## src/rtl/odd_parity_checker_pkg.sv

```systemverilog
// ============================================================================
// Package : odd_parity_checker_pkg
// Shared definitions for the odd-parity link receiver: FSM state codes,
// default data width and an index-width helper.
// Revision: 1.0 - initial release
// ============================================================================
`default_nettype none

package odd_parity_checker_pkg;

  // Default number of data bits per frame (parity bit not included)
  localparam int DEF_DATA_W = 3;

  // Receiver FSM state codes
  typedef enum logic [1:0] {
    ST_IDLE = 2'd0,
    ST_DATA = 2'd1,
    ST_PAR  = 2'd2
  } state_t;

  // Width of a bit index into a DATA_W-wide word (never below 1)
  function automatic int idx_width(input int w);
    return (w > 1) ? $clog2(w) : 1;
  endfunction

endpackage

`default_nettype wire

```

## src/rtl/odd_parity_checker_shift_reg.sv

```systemverilog
// ============================================================================
// Module  : parity_shift_reg
// DATA_W-bit deserialising register with a running XOR accumulator.
// load  : starts a new word with the incoming bit at index 0.
// shift : writes the incoming bit at index idx and folds it into the parity.
// Revision: 1.0 - initial release
// ============================================================================
`default_nettype none

module parity_shift_reg
  import odd_parity_checker_pkg::*;
#(
  parameter int DATA_W = DEF_DATA_W,
  parameter int IDX_W  = idx_width(DATA_W)
) (
  input  logic              clk,
  input  logic              reset,
  input  logic              load,
  input  logic              shift,
  input  logic [IDX_W-1:0]  idx,
  input  logic              sin,
  output logic [DATA_W-1:0] word,
  output logic              parity
);

  // Capture serial bits into their final positions and track their XOR
  always_ff @(posedge clk or negedge reset) begin
    if (!reset) begin
      word   <= '0;
      parity <= 1'b0;
    end else if (load) begin
      word   <= DATA_W'(sin);
      parity <= sin;
    end else if (shift) begin
      word[idx] <= sin;
      parity    <= parity ^ sin;
    end
  end

endmodule

`default_nettype wire

```

## config.mk

```make
export PLATFORM = sky130hd
export DESIGN_NAME = parity_shift_reg
export DESIGN_NICKNAME = d
export VERILOG_FILES = /design/src/rtl/odd_parity_checker_pkg.sv /design/src/rtl/odd_parity_checker_shift_reg.sv
export SDC_FILE = /design/constraint.sdc
export NUM_CORES = 1
export LEC_CHECK = 0
export ABC_AREA = 1
export BUFFER_PORTS_ARGS = -buffer_cell sky130_fd_sc_hd__buf_2
export CELL_PAD_IN_SITES_DETAIL_PLACEMENT = 1
export CELL_PAD_IN_SITES_GLOBAL_PLACEMENT = 1
export CORE_AREA = 2 2 39 41
export DETAILED_ROUTE_END_ITERATION = 8
export DIE_AREA = 0 0 41 43
export PLACE_DENSITY = 0.59
export SYNTH_ARGS = -nofsm -noshare
export SYNTH_HDL_FRONTEND = slang
export SYNTH_SLANG_ARGS = --single-unit
```

## constraint.sdc

```tcl
create_clock -name clk -period 1.95 [get_ports clk]
set_input_delay 0.195 -clock clk [delete_from_list [all_inputs] [get_ports clk]]
set_output_delay 0.195 -clock clk [all_outputs]
set_load 0.01 [all_outputs]
```

==> out/results.txt <==
Status: completed
CTS tree: built
Synth-to-layout area growth: 45.1%
CP peak stage delay: 380 ps
Final hold violations: 0
Number of fillers in the final layout: 189
Die width: 41 µm
Unique cell type count in the Yosys netlist: 12
Vias per cell: 3.85
1st-iter DRT viols: 0
Port buffer count: 10
Clock Pin Slew Worst Setup and Hold Paths: 40 ps
Crit-path cells: buf_2
CP Capture Type: output pin
Synth Cell Area: 228 µm²
Setup violators final: 0
H-tree level count: 1
Pre-CTS setup slack: 1140 ps
Routed WL per cell: 9.60 µm
Cell area after layout: 330 µm²
Slew HR: 90.2%
Post-CTS Setup Inserts: 0
Core area: 1380 µm²
RSZ-0062 raised after global routing: no
Full die area: 1760 µm²
Ys Warns: 0
Pwr Density: 744 nW/µm²
Row Count: 14
GPL Wtd Cong: 0.584
Largest net degree at the start of global routing: 5
N_diodes: 0
Worst vdd ir: 0.000226 V
Number of CTS-inserted buffers: 3
Most common cell after layout, fill and taps aside: buf_2
Clock buffer depth: 2
Final core area utilization: 23.9%
Top post-synthesis cells by area: dfrtp_1, inv_1, nand2_1
Most frequent cells in the layout: buf_2, inv_1, nand2_1
Synthesized flop and latch total: 4
Worst setup margin: 999 ps
Layout net count: 55
Area leader, netlist: dfrtp_1
Final Cycle Share: 48.8%
Clock Skew: 0 ps
Hold Crit Class: primary input to flip-flop
Vias in the first global route: 237
Die height: 43 µm
Slew Limit Fails: 0
Clk sink count: 4
All-Layer GR Usage: 8.66%
Worst-path fanout max: 2
Post-DP Area: 298 µm²
Grt total ovfl: 0
Synth top area share: 44.0%
Post-route DRC: 0
Bufs and invs on worst path: 1
Routed via count: 239
Critical Path RT: 1750 ps
Number of gates resized after CTS: 0
Final ANT Viol Nets: 0
Cells after Synth: 32
Family with the most delay on the worst path: flip-flops
Global-route wire length before repair: 938 µm
Initial DRT Pass Iterations: 1
Setup CP Type: flip-flop to output pin
FMAX: 1050 MHz
Synth Net Count: 39
Max-cap check violation count: 0
Starting Density: 16.5%
Critical path arrival: 760 ps
CTS root buffer: clkbuf_4
Leakage: 0.200 nW
Clock Latency Late Sink: 230 ps
Register area share after synthesis: 44.0%
CP Launch Type: flip-flop
DP HPWL: 521 µm
Cts-stage hold buffer count: 1
Worst-Margin Slew: 148 ps
Avg Cell Area, Syn: 7.12 µm²
Setup TNS: 0 ps
Antenna violations before repair: 0
Slowest CP cell: dfrtp_1
Share of cells above drive strength 1: 41.3%
WHS: 289 ps
Ports: 11
Post-Route WL: 595 µm
Minimum clock period: 951 ps
-- state kept, by name, indices dropped and copies added, names as in the netlist --
signal,count
parity,1
word,3
-- worst register-to-register path, cell delays in order (launching register included) --
cell and delay, ps:
dfrtp_1 380, inv_1 60, nor2_1 30, nor2_1 140
nor2_2 50
-- cells by family (layout without fill, tap and decap cells) --
logic type             after synthesis  in the layout  share of synthesized area, %
flip-flops                           4              4                          44.0
buffers and inverters                8             22                          13.2
AO/OA/AOI/OAI                        3              3                          8.24
AND/OR/NAND/NOR                     17             17                          34.6
-- per-stage QoR --
step,cells,total power [mW]
2_1_floorplan,32,0.120
3_3_place_gp,58,0.143
3_5_place_dp,58,0.146
4_1_cts,62,0.252
5_1_grt,62,0.265
6_report,62,0.246
-- final timing paths --
path	startpoint	endpoint	slack, ps	cells after the start
setup reg to reg	parity	parity	1190	4
setup / recovery	word[0]	word[0]	1000	1
min in group asynchronous	reset	parity	300	2
hold / removal	sin	parity	290	4
hold reg to reg	word[0]	word[0]	510	2
max in group asynchronous	reset	word[1]	1530	2
-- synthesized netlist by cell type (all sizes together) --
master and instances:
inv 8, a21oi 1, nor2 7, dfrtp 4, o21ai 2, nand4 1
nand2 7, nand3 2
-- where the power goes --
part           switching [mW]  leakage, nW  internal, mW
registers             0.00472       0.0502        0.0915
logic                  0.0280        0.136        0.0201
clock network          0.0327       0.0138        0.0688
total                  0.0654        0.200         0.180
-- area by class of cell --
| class | count | area [µm²] | area share, % |
|---|---|---|---|
| inverters | 8 | 30.0 | 9.09 |
| flip-flops and latches | 4 | 100 | 30.3 |
| clock buffers | 3 | 22.5 | 6.82 |
| repair buffers | 11 | 60.1 | 18.2 |
| well taps | 16 | 20.0 | 6.06 |
| multi-input cells | 20 | 97.6 | 29.5 |
-- routing by layer --
metal	GRT usage, %	up-vias	share of wire (%)
met4	10.0	0	1.3
met5	0	-	0
li1	-	127	-
met2	10.9	6	51
met3	3.14	2	5.7
met1	9.74	104	41
Note: power is estimated with default switching activity, not from simulation.
